==> config.mk <==
export PLATFORM = sky130hd
export DESIGN_NAME = axi4_lite_rd_fifo_ctrl_flat
export DESIGN_NICKNAME = d
export VERILOG_FILES = /design/src/rtl/axi4_lite_rd_fifo_ctrl_if.sv /design/src/rtl/axi4_lite_rd_fifo_ctrl.sv /design/src/flat_wrapper.sv
export SDC_FILE = /design/constraint.sdc
export NUM_CORES = 1
export LEC_CHECK = 0
export ABC_AREA = 1
export CAP_MARGIN = 10
export CORE_AREA = 2 2 39 41
export CTS_CLUSTER_DIAMETER = 120
export DETAILED_ROUTE_END_ITERATION = 6
export DIE_AREA = 0 0 41 43
export PLACE_DENSITY = 0.76
export RECOVER_POWER = 25
export SYNTH_ARGS = -nofsm -noshare
export SYNTH_HDL_FRONTEND = slang
export SYNTH_SLANG_ARGS = --single-unit
==> constraint.sdc <==
create_clock -name aclk -period 3.4 [get_ports aclk]
set_clock_uncertainty 0.05 [all_clocks]
set_input_delay 0.68 -clock aclk [delete_from_list [all_inputs] [get_ports aclk]]
set_output_delay 0.68 -clock aclk [all_outputs]
set_load 0.02 [all_outputs]
==> src/rtl/axi4_lite_rd_fifo_ctrl_if.sv <==
// Handshake bundle between the read FIFO control sequencer and its
// surroundings: upstream AXI4-Lite AR/R, downstream AXI4-Lite AR/R and the
// push/pop/status strobes of the AR and R FIFOs.
// The master modport is the sequencer's view; slave is the environment's view.
interface axi4_lite_rd_fifo_ctrl_if;
  logic s_arvalid;
  logic s_arready;
  logic ar_wr_en;
  logic ar_wr_full;
  logic ar_rd_en;
  logic ar_rd_empty;
  logic m_arvalid;
  logic m_arready;
  logic m_rvalid;
  logic m_rready;
  logic r_wr_en;
  logic r_wr_full;
  logic r_rd_en;
  logic r_rd_empty;
  logic s_rvalid;
  logic s_rready;

  modport master (
    input  s_arvalid,
    output s_arready,
    output ar_wr_en,
    input  ar_wr_full,
    output ar_rd_en,
    input  ar_rd_empty,
    output m_arvalid,
    input  m_arready,
    input  m_rvalid,
    output m_rready,
    output r_wr_en,
    input  r_wr_full,
    output r_rd_en,
    input  r_rd_empty,
    output s_rvalid,
    input  s_rready
  );

  modport slave (
    output s_arvalid,
    input  s_arready,
    input  ar_wr_en,
    output ar_wr_full,
    input  ar_rd_en,
    output ar_rd_empty,
    input  m_arvalid,
    output m_arready,
    output m_rvalid,
    input  m_rready,
    input  r_wr_en,
    output r_wr_full,
    input  r_rd_en,
    output r_rd_empty,
    input  s_rvalid,
    output s_rready
  );
endinterface

==> src/rtl/axi4_lite_rd_fifo_ctrl.sv <==
// Control sequencer for the AXI4-Lite read FIFO pair (AR FIFO and R FIFO).
// Upstream ARs are pushed into the AR FIFO; downstream ARs are issued from
// the first-word-fall-through AR FIFO only while a response credit exists,
// so the R FIFO can never overflow. Responses are popped back upstream.
// A level flush request stops new issue, lets in-flight reads return and
// then reports flush_done; the AR FIFO contents survive the flush.
// Payloads never pass through this block.
//
// Optional watchdog: define AXI4_LITE_RD_FIFO_CTRL_TIMEOUT_EN to enable the
// sticky timeout_err flag; otherwise timeout_err is tied low.
module axi4_lite_rd_fifo_ctrl #(
  parameter int MAX_OUT = 4,
  parameter int CW      = $clog2(MAX_OUT + 1),
  parameter int TIMEOUT = 1024
) (
  input  logic                          aclk,
  input  logic                          aresetn,
  axi4_lite_rd_fifo_ctrl_if.master      bus,
  input  logic                          flush_req,
  output logic                          flush_done,
  output logic [CW-1:0]                 outstanding,
  output logic                          timeout_err
);

  typedef enum logic [1:0] {
    RUN     = 2'd0,
    DRAIN   = 2'd1,
    FLUSHED = 2'd2
  } state_t;

  localparam logic [CW-1:0] MAX_CNT = CW'(MAX_OUT);

  state_t state;
  logic   ar_pend;
  logic   credit_ok;
  logic   issue_ok;
  logic   ar_hs;
  logic   r_pop;

  // Upstream AR acceptance is refused only by a full AR FIFO or a completed flush.
  assign bus.s_arready = !bus.ar_wr_full && (state != FLUSHED);
  assign bus.ar_wr_en  = bus.s_arvalid && bus.s_arready;

  // A new beat may be presented only in RUN with a queued AR and a free
  // credit; once presented, ar_pend keeps it up until it is accepted.
  assign credit_ok     = (outstanding < MAX_CNT);
  assign issue_ok      = (state == RUN) && !bus.ar_rd_empty && credit_ok;
  assign bus.m_arvalid = ar_pend || issue_ok;
  assign ar_hs         = bus.m_arvalid && bus.m_arready;
  assign bus.ar_rd_en  = ar_hs;

  // Responses are accepted downstream whenever the R FIFO has room.
  assign bus.m_rready  = !bus.r_wr_full;
  assign bus.r_wr_en   = bus.m_rvalid && bus.m_rready;

  // The R FIFO head is offered upstream as soon as it is non-empty.
  assign bus.s_rvalid  = !bus.r_rd_empty;
  assign r_pop         = bus.s_rvalid && bus.s_rready;
  assign bus.r_rd_en   = r_pop;

  // Flush sequencing: RUN -> DRAIN on request, DRAIN -> FLUSHED once nothing
  // is pending or in flight, back to RUN when the request drops.
  always_ff @(posedge aclk or negedge aresetn) begin
    if (!aresetn) begin
      state      <= RUN;
      flush_done <= 1'b0;
    end else begin
      case (state)
        RUN: begin
          if (flush_req) begin
            state <= DRAIN;
          end
        end
        DRAIN: begin
          if (!flush_req) begin
            state <= RUN;
          end else if ((outstanding == '0) && !ar_pend) begin
            state      <= FLUSHED;
            flush_done <= 1'b1;
          end
        end
        FLUSHED: begin
          if (!flush_req) begin
            state      <= RUN;
            flush_done <= 1'b0;
          end
        end
        default: begin
          state      <= RUN;
          flush_done <= 1'b0;
        end
      endcase
    end
  end

  // Remember a presented-but-unaccepted beat so m_arvalid cannot drop early.
  always_ff @(posedge aclk or negedge aresetn) begin
    if (!aresetn) begin
      ar_pend <= 1'b0;
    end else begin
      ar_pend <= bus.m_arvalid && !bus.m_arready;
    end
  end

  // In-flight count: up on AR handshake, down on upstream R pop, clamped at both ends.
  always_ff @(posedge aclk or negedge aresetn) begin
    if (!aresetn) begin
      outstanding <= '0;
    end else begin
      case ({ar_hs, r_pop})
        2'b10: begin
          if (outstanding != MAX_CNT) begin
            outstanding <= outstanding + 1'b1;
          end
        end
        2'b01: begin
          if (outstanding != '0) begin
            outstanding <= outstanding - 1'b1;
          end
        end
        default: begin
          outstanding <= outstanding;
        end
      endcase
    end
  end

`ifdef AXI4_LITE_RD_FIFO_CTRL_TIMEOUT_EN
  localparam int            WW     = $clog2(TIMEOUT + 1);
  localparam logic [WW-1:0] TO_LIM = WW'(TIMEOUT);

  logic [WW-1:0] wd_cnt;

  // Watchdog: count idle cycles while reads are in flight; the flag is
  // raised on the edge where the count reaches TIMEOUT and then sticks.
  always_ff @(posedge aclk or negedge aresetn) begin
    if (!aresetn) begin
      wd_cnt      <= '0;
      timeout_err <= 1'b0;
    end else if (bus.r_wr_en || (outstanding == '0)) begin
      wd_cnt <= '0;
    end else if (wd_cnt != TO_LIM) begin
      wd_cnt <= wd_cnt + 1'b1;
      if (wd_cnt == (TO_LIM - 1'b1)) begin
        timeout_err <= 1'b1;
      end
    end
  end
`else
  // Watchdog absent in this build; the expression is constant 0.
  assign timeout_err = (TIMEOUT < 0);
`endif

endmodule

==> src/flat_wrapper.sv <==
// flat-port wrapper written by rule: the top's interface ports become plain ports
module axi4_lite_rd_fifo_ctrl_flat 
#(
  parameter int MAX_OUT = 4,
  parameter int CW      = $clog2(MAX_OUT + 1),
  parameter int TIMEOUT = 1024
)
  (aclk, aresetn, flush_req, flush_done, outstanding, timeout_err, bus_s_arvalid, bus_s_arready, bus_ar_wr_en, bus_ar_wr_full, bus_ar_rd_en, bus_ar_rd_empty, bus_m_arvalid, bus_m_arready, bus_m_rvalid, bus_m_rready, bus_r_wr_en, bus_r_wr_full, bus_r_rd_en, bus_r_rd_empty, bus_s_rvalid, bus_s_rready);
  axi4_lite_rd_fifo_ctrl_if bus_i ();
  input  logic aclk;
  input  logic aresetn;
  input  logic flush_req;
  output logic flush_done;
  output logic [CW-1:0] outstanding;
  output logic timeout_err;
  input wire logic [$bits(bus_i.s_arvalid)-1:0] bus_s_arvalid;
  output wire logic [$bits(bus_i.s_arready)-1:0] bus_s_arready;
  output wire logic [$bits(bus_i.ar_wr_en)-1:0] bus_ar_wr_en;
  input wire logic [$bits(bus_i.ar_wr_full)-1:0] bus_ar_wr_full;
  output wire logic [$bits(bus_i.ar_rd_en)-1:0] bus_ar_rd_en;
  input wire logic [$bits(bus_i.ar_rd_empty)-1:0] bus_ar_rd_empty;
  output wire logic [$bits(bus_i.m_arvalid)-1:0] bus_m_arvalid;
  input wire logic [$bits(bus_i.m_arready)-1:0] bus_m_arready;
  input wire logic [$bits(bus_i.m_rvalid)-1:0] bus_m_rvalid;
  output wire logic [$bits(bus_i.m_rready)-1:0] bus_m_rready;
  output wire logic [$bits(bus_i.r_wr_en)-1:0] bus_r_wr_en;
  input wire logic [$bits(bus_i.r_wr_full)-1:0] bus_r_wr_full;
  output wire logic [$bits(bus_i.r_rd_en)-1:0] bus_r_rd_en;
  input wire logic [$bits(bus_i.r_rd_empty)-1:0] bus_r_rd_empty;
  output wire logic [$bits(bus_i.s_rvalid)-1:0] bus_s_rvalid;
  input wire logic [$bits(bus_i.s_rready)-1:0] bus_s_rready;
  assign bus_i.s_arvalid = bus_s_arvalid;
  assign bus_s_arready = bus_i.s_arready;
  assign bus_ar_wr_en = bus_i.ar_wr_en;
  assign bus_i.ar_wr_full = bus_ar_wr_full;
  assign bus_ar_rd_en = bus_i.ar_rd_en;
  assign bus_i.ar_rd_empty = bus_ar_rd_empty;
  assign bus_m_arvalid = bus_i.m_arvalid;
  assign bus_i.m_arready = bus_m_arready;
  assign bus_i.m_rvalid = bus_m_rvalid;
  assign bus_m_rready = bus_i.m_rready;
  assign bus_r_wr_en = bus_i.r_wr_en;
  assign bus_i.r_wr_full = bus_r_wr_full;
  assign bus_r_rd_en = bus_i.r_rd_en;
  assign bus_i.r_rd_empty = bus_r_rd_empty;
  assign bus_s_rvalid = bus_i.s_rvalid;
  assign bus_i.s_rready = bus_s_rready;
  axi4_lite_rd_fifo_ctrl #(.MAX_OUT(MAX_OUT), .CW(CW), .TIMEOUT(TIMEOUT)) u_core (.aclk(aclk), .aresetn(aresetn), .bus(bus_i), .flush_req(flush_req), .flush_done(flush_done), .outstanding(outstanding), .timeout_err(timeout_err));
endmodule
==> results of run 1 <==
cell usage in the layout (no fill, tap or decap):
| cell | synthesis | routed |
|---|---|---|
| a21oi_1 | 2 | 2 |
| a31oi_1 | 1 | 1 |
| a31oi_2 | 1 | 1 |
| clkbuf_1 | 0 | 1 |
| clkbuf_4 | 0 | 3 |
| clkdlybuf4s50_1 | 0 | 21 |
| conb_1 | 1 | 1 |
| dfrtp_1 | 7 | 7 |
| dlygate4sd3_1 | 0 | 1 |
| ha_1 | 4 | 4 |
| inv_1 | 13 | 13 |
| inv_2 | 3 | 3 |
| nand2_1 | 18 | 18 |
| nand2_2 | 2 | 2 |
| nand3_1 | 1 | 1 |
| nand3_2 | 2 | 2 |
| nand4_1 | 3 | 3 |
| nor2_1 | 6 | 6 |
| nor2_2 | 1 | 1 |
| nor2_4 | 1 | 1 |
| nor3b_1 | 1 | 1 |
| o21ai_1 | 1 | 1 |
| xor2_1 | 1 | 1 |
cell type report:
class                      instances  area [um^2]
sequential                         7          175
inverter                          16         60.1
clock buffer                       4         26.3
multi-input combinational         46          268
fill                             144          614
tap                               16         20.0
timing repair buffer              22          220
cell families (layout without fill, tap and decap cells):
kind of cell    Yosys count  after routing  share of synthesized area, %
fa+ha+maj                 4              4                          9.80
compound gates            5              5                          6.62
other cells               1              1                         0.735
xor+xnor                  1              1                          1.72
simple gates             35             35                          33.6
flops                     7              7                          34.3
buf+inv                  17             42                          13.2
registers in the layout, summed over array words and instances, names as in the netlist:
name / cells
u_core.ar_pend: 1
u_core.flush_done: 1
u_core.outstanding: 3
u_core.state: 2
power by group through the flow:
stage | combinational, mW | clock [mW] | sequential, mW
final | 0.287 | 0.0769 | 0.158
after global routing | 0.321 | 0.0833 | 0.164
after CTS | 0.290 | 0.0800 | 0.158
after detailed placement | 0.290 | 0 | 0.159
after global placement | 0.284 | 0 | 0.159
after floorplan | 0.155 | 0 | 0.180
per-stage QoR:
step | utilization [%] | std cells
2_1_floorplan | - | 70
3_3_place_gp | 53.7 | 107
3_5_place_dp | 53.7 | 107
4_1_cts | 55.6 | 111
5_1_grt | 55.6 | 111
6_report | 55.6 | 111
worst max path at each step:
stage / slack [ps] / from / to / cells past startpoint
after floorplan: 1340 / bus_ar_rd_empty / u_core.outstanding[2] / 13
after global placement: 590 / bus_ar_rd_empty / bus_ar_rd_en / 7
after detailed placement: 560 / bus_ar_rd_empty / bus_ar_rd_en / 7
after CTS: 560 / bus_ar_rd_empty / bus_ar_rd_en / 7
after global routing: 450 / bus_ar_rd_empty / bus_ar_rd_en / 7
final: 570 / bus_ar_rd_empty / bus_ar_rd_en / 7
critical path: stages:
cell             delay [ps]
clkdlybuf4s50_1         450
inv_1                    40
a31oi_2                 210
inv_2                    60
nand2_2                  80
inv_2                    40
clkdlybuf4s50_1         530
synthesized netlist by cell type (2+ instances only):
master	instances	area (um^2)
nand2_1	18	67.6
inv_1	13	48.8
dfrtp_1	7	175
nor2_1	6	22.5
ha_1	4	50.1
inv_2	3	11.3
nand4_1	3	18.8
a21oi_1	2	10.0
nand2_2	2	12.5
nand3_2	2	20.0
layer usage:
| layer | wire length, um | vias up | GRT usage [%] |
|---|---|---|---|
| met5 | 0 | - | 0 |
| li1 | - | 263 | - |
| met2 | 588 | 11 | 25.6 |
| met3 | 46 | 2 | 1.57 |
| met4 | 12 | 0 | 8.00 |
| met1 | 468 | 225 | 14.9 |
==> flow_summary.json, run 1 <==
{
  "cts_sinks": 7,
  "post-route-period-util_pct": 83.2,
  "setup_violations": 0,
  "netSwitchingFraction_pct": 44.5,
  "drcViolationCount": 0,
  "worstHoldPathCells": 1,
  "track_usage_pct": 14.4,
  "layout_setup_ws_ps": 572,
  "cp.required_ps": 2670,
  "min_to": "u_core.state[1]",
  "yosys_warnings": 0,
  "wl_um": 1120,
  "port_buffers": 22,
  "cp-end-kind": "output port",
  "synth_flop_cell": "dfrtp_1",
  "p_int_uw": 290,
  "die_h_um": 43,
  "dp_hpwl_um": 947,
  "r2r-start": "u_core.outstanding[2]",
  "dr.pass1.iters": 2,
  "leakage_nw": 0.402,
  "boundaryPins": 24,
  "r2r-end": "u_core.outstanding[2]",
  "grt_pass1_vias": 475,
  "fp.dieW_um": 41,
  "seq_power_share_pct": 30.3,
  "start_util_pct": 36.9,
  "grt_max_degree": 8,
  "cp_max_fo": 3,
  "clk_pin_slew_worst_paths_ps": 60,
  "num_vias": 501,
  "peakVddDrop_uv": 177,
  "power_per_cell_area_nw_per_um2": 678,
  "synth_cell_type_count": 20,
  "post_dp_cell_area_um2": 743,
  "cts_setup_buffers": 0,
  "num_rows": 14,
  "setup_tns_ps": 0,
  "antennaDiodeCount": 0,
  "finalPower_uw": 522,
  "synth_area_per_cell_um2": 7.29,
  "hold_slack_ps": 437,
  "syn_to_final_growth_pct": 50.7,
  "status": "finished clean",
  "pwr-share-comb_pct": 55.0,
  "cts_hold_buf": 0,
  "worstPathArrival_ps": 2100,
  "synth_edf_count": 0,
  "fin_crit_ps": 2830,
  "cts_resized": 0,
  "drt-initial-drc-count": 4,
  "switchingPower_uw": 232,
  "ys_seq_elements": 7,
  "htreeDepth": 1,
  "die-area_um2": 1760,
  "hold_start": "u_core.state[1]",
  "cts_tree": "done",
  "clock.fmax_mhz": 354,
  "gp_congestion": 0.831,
  "cts_buffer_depth": 2,
  "routed_via_density": 4.51,
  "report.final.slew_viol_count": 0,
  "hold_class": "register to register",
  "syn-num-nets": 85,
  "clock_latency_ps": 260,
  "cts_root_buffer": "clkbuf_4",
  "finalHoldViolCount": 0,
  "ant_nets": 0,
  "core_um2": 1380,
  "worstSetupStartpointType": "input port",
  "final_nets": 111,
  "antenna_found_initial": 0,
  "grt_pass1_wl_um": 1740,
  "p_clk_share_pct": 14.7,
  "grt_overflow": 0,
  "r2r_cells": 13,
  "synthCells": 70,
  "rsz0062_at_grt": "no",
  "syn-cell-area_um2": 510,
  "ys_seq_area_share_pct": 34.3,
  "regToRegSetupSlack_ps": 1490,
  "drive_gt1_share_pct": 13.7,
  "worstSetupPathType": "input port to output port",
  "async_flop_share_pct": 100,
  "fin_area_um2": 769,
  "maxCapViolations": 0,
  "dp_slack_ps": 563,
  "cts_buffers": 3,
  "wl_per_cell_um": 10.0
}
Note: power is estimated with default switching activity, not from simulation.
==> inputs of run 2 (changes only) <==
--- a/config.mk
+++ b/config.mk
@@ -7,11 +7,11 @@
 export LEC_CHECK = 0
 export ABC_AREA = 1
 export CAP_MARGIN = 10
-export CORE_AREA = 2 2 39 41
+export CORE_MARGIN = 2
+export CORE_UTILIZATION = 35
 export CTS_CLUSTER_DIAMETER = 120
 export DETAILED_ROUTE_END_ITERATION = 6
-export DIE_AREA = 0 0 41 43
-export PLACE_DENSITY = 0.76
+export PLACE_DENSITY = 0.73
 export RECOVER_POWER = 25
 export SYNTH_ARGS = -nofsm -noshare
 export SYNTH_HDL_FRONTEND = slang
==> constraint.sdc (replaced) <==
create_clock -name aclk -period 2.4 [get_ports aclk]
set_clock_uncertainty 0.05 [all_clocks]
set_input_delay 0.48 -clock aclk [delete_from_list [all_inputs] [get_ports aclk]]
set_output_delay 0.48 -clock aclk [all_outputs]
set_load 0.02 [all_outputs]
==> run 2 against run 1 <==
Net effect:
- via count increased by 3.6%
- non-clock buffer count rose by 3
- register-to-register slack got worse by 1100 ps
- combinational power grew 47%
- sequential cell count stayed put
- critical path depth shrank 4
- clock-buffer cell count is the same
- die area grew 0.96%
- hold slack worse by 9.3 ps
- worst setup slack got worse by 420 ps
- sequential power grew 41%
- largest power group unchanged
- highest routed layer unchanged
==> flow_summary.json, run 2 (synthesized netlist as in run 1, its figures left out) <==
{
  "grt_pass1_vias": 506,
  "final_nets": 114,
  "drive_gt1_share_pct": 16.3,
  "antenna_found_initial": 0,
  "die-area_um2": 1780,
  "critPathTopFamily": "buffers and inverters",
  "peakVddDrop_uv": 378,
  "crit_buf_inv": 2,
  "wl_um": 1130,
  "start_util_pct": 38.3,
  "worstPathArrival_ps": 1720,
  "grt_pass1_wl_um": 1970,
  "regToRegSetupSlack_ps": 370,
  "core_um2": 1330,
  "regMostFlops": "u_core.outstanding",
  "cts_buffer_depth": 2,
  "cts_buffers": 3,
  "cp-end-kind": "output port",
  "dp_hpwl_um": 918,
  "crit_chain": "clkdlybuf4s50_1, nor3b_1, clkdlybuf4s50_1",
  "min_to": "u_core.state[1]",
  "post-route-period-util_pct": 93.6,
  "crit_path_top_delay_cell": "clkdlybuf4s50_1",
  "track_usage_pct": 14.9,
  "clk_pin_slew_worst_paths_ps": 50,
  "boundaryPins": 24,
  "clock.fmax_mhz": 445,
  "report.final.slew_viol_count": 0,
  "antennaDiodeCount": 0,
  "layout_setup_ws_ps": 153,
  "cp.required_ps": 1870,
  "num_rows": 13,
  "finalHoldViolCount": 0,
  "r2r_cells": 14,
  "num_vias": 519,
  "worstSetupStartpointType": "input port",
  "cts_sinks": 7,
  "fp.dieW_um": 42.2,
  "grt_use_met1_pct": 14.7,
  "port_buffers": 22,
  "grt_overflow": 0,
  "grt_max_degree": 8,
  "ant_nets": 0,
  "worstSetupPathType": "input port to output port",
  "top_usage_layer": "met2",
  "maxCapViolations": 0,
  "hold_class": "register to register",
  "largest_reg_flops": 3,
  "routed_via_density": 4.59,
  "hold_start": "u_core.state[1]",
  "fin_util_pct": 59.4,
  "final_common_cell": "clkdlybuf4s50_1",
  "final_cell_mix": "clkdlybuf4s50_1 (19), nand2_1 (18), inv_1 (13)",
  "rsz0062_at_grt": "no",
  "critPathMaxStageDelay_ps": 630,
  "use_met2_pct": 26.8,
  "power_per_cell_area_nw_per_um2": 944,
  "status": "finished clean",
  "r2r-start": "u_core.outstanding[2]",
  "fin_crit_ps": 2250,
  "cts_root_buffer": "clkbuf_4",
  "leakage_nw": 0.433,
  "wl_per_cell_um": 9.97,
  "die_h_um": 42.2,
  "cts_hold_buf": 0,
  "setup_violations": 0,
  "clock_latency_ps": 250,
  "worstHoldPathCells": 1,
  "reg.largest.list": "u_core.outstanding x3, u_core.state x2",
  "drcViolationCount": 0,
  "gp_congestion": 0.823,
  "cts_tree": "done",
  "grtUsageMet3_pct": 1.72,
  "r2r-end": "u_core.outstanding[2]",
  "crit_path_frequent_cell": "clkdlybuf4s50_1",
  "syn_to_final_growth_pct": 55.1,
  "dp_slack_ps": -13.6,
  "drt-initial-drc-count": 14,
  "dr.pass1.iters": 4,
  "htreeDepth": 1,
  "cts_setup_buffers": 0,
  "cp_max_fo": 1
}
-- run 2: cell types whose count changed in the layout (fill, tap and decap cells not counted), sizes merged --
cell,previous run,this run
buf,0,3
dlygate4sd2,0,1
dlymetal6s2s,0,1
clkdlybuf4s50,21,19
-- run 2: how the worst max path moves through the flow --
stage / slack, ps / cells after the start / to / start
floorplan: 450 / 13 / u_core.outstanding[2] / u_core.outstanding[2]
global placement: -1 / 7 / bus_ar_rd_en / bus_ar_rd_empty
detailed placement: -10 / 7 / bus_ar_rd_en / bus_ar_rd_empty
CTS: 3 / 5 / bus_m_arvalid / bus_ar_rd_empty
global route: 30 / 3 / bus_ar_wr_en / bus_ar_wr_full
finish: 150 / 3 / bus_ar_wr_en / bus_s_arvalid
-- run 2: area by class of cell --
class,count,area [um^2]
Clock buffer,4,26.3
Sequential cell,7,175
Timing Repair Buffer,25,244
Tap cell,15,18.8
Inverter,16,60.1
Fill cell,131,542
Multi-Input combinational cell,46,268
-- run 2: worst reg2reg max path, delay by kind of cell, from the launching register on --
kind / cells / cell delay [ps]
adders and majority gates: 2 / 410
and+or+nand+nor: 6 / 320
xor gates and xnor gates: 1 / 170
DFF: 1 / 440
buffers and inverters: 4 / 410
AOI/OAI and AO/OA: 1 / 130
-- run 2: power breakdown --
part	switching [mW]	leakage (nW)	internal [mW]	total [mW]
Sequential	0.0581	0.0880	0.164	0.222
Combinational	0.231	0.330	0.190	0.421
Clock	0.0410	0.0150	0.0633	0.104
-- run 2: timing repair --
item | 4_1_cts | 5_1_grt
endpoints found under the setup margin | 1 | 1
hold endpoints to repair | 0 | 0
gates resized for setup | 1 | 1
-- run 2: layer usage --
layer,vias to the layer above,wire length (um)
met5,-,0
met4,0,29
met3,4,80
met2,23,594
met1,224,423
li1,268,-
-- run 2: stage by stage --
step / area, um^2 / TNS, ps / std cells / hold slack [ps] / power [mW]
after floorplan: 510 / 0 / 70 / 134 / 0.475
after global routing: 792 / 0 / 113 / 481 / 0.814
after CTS: 790 / 0 / 113 / 433 / 0.764
final: 792 / 0 / 113 / 428 / 0.748
after global placement: 764 / -0.973 / 109 / 417 / 0.639
after detailed placement: 764 / -13.6 / 109 / 424 / 0.652
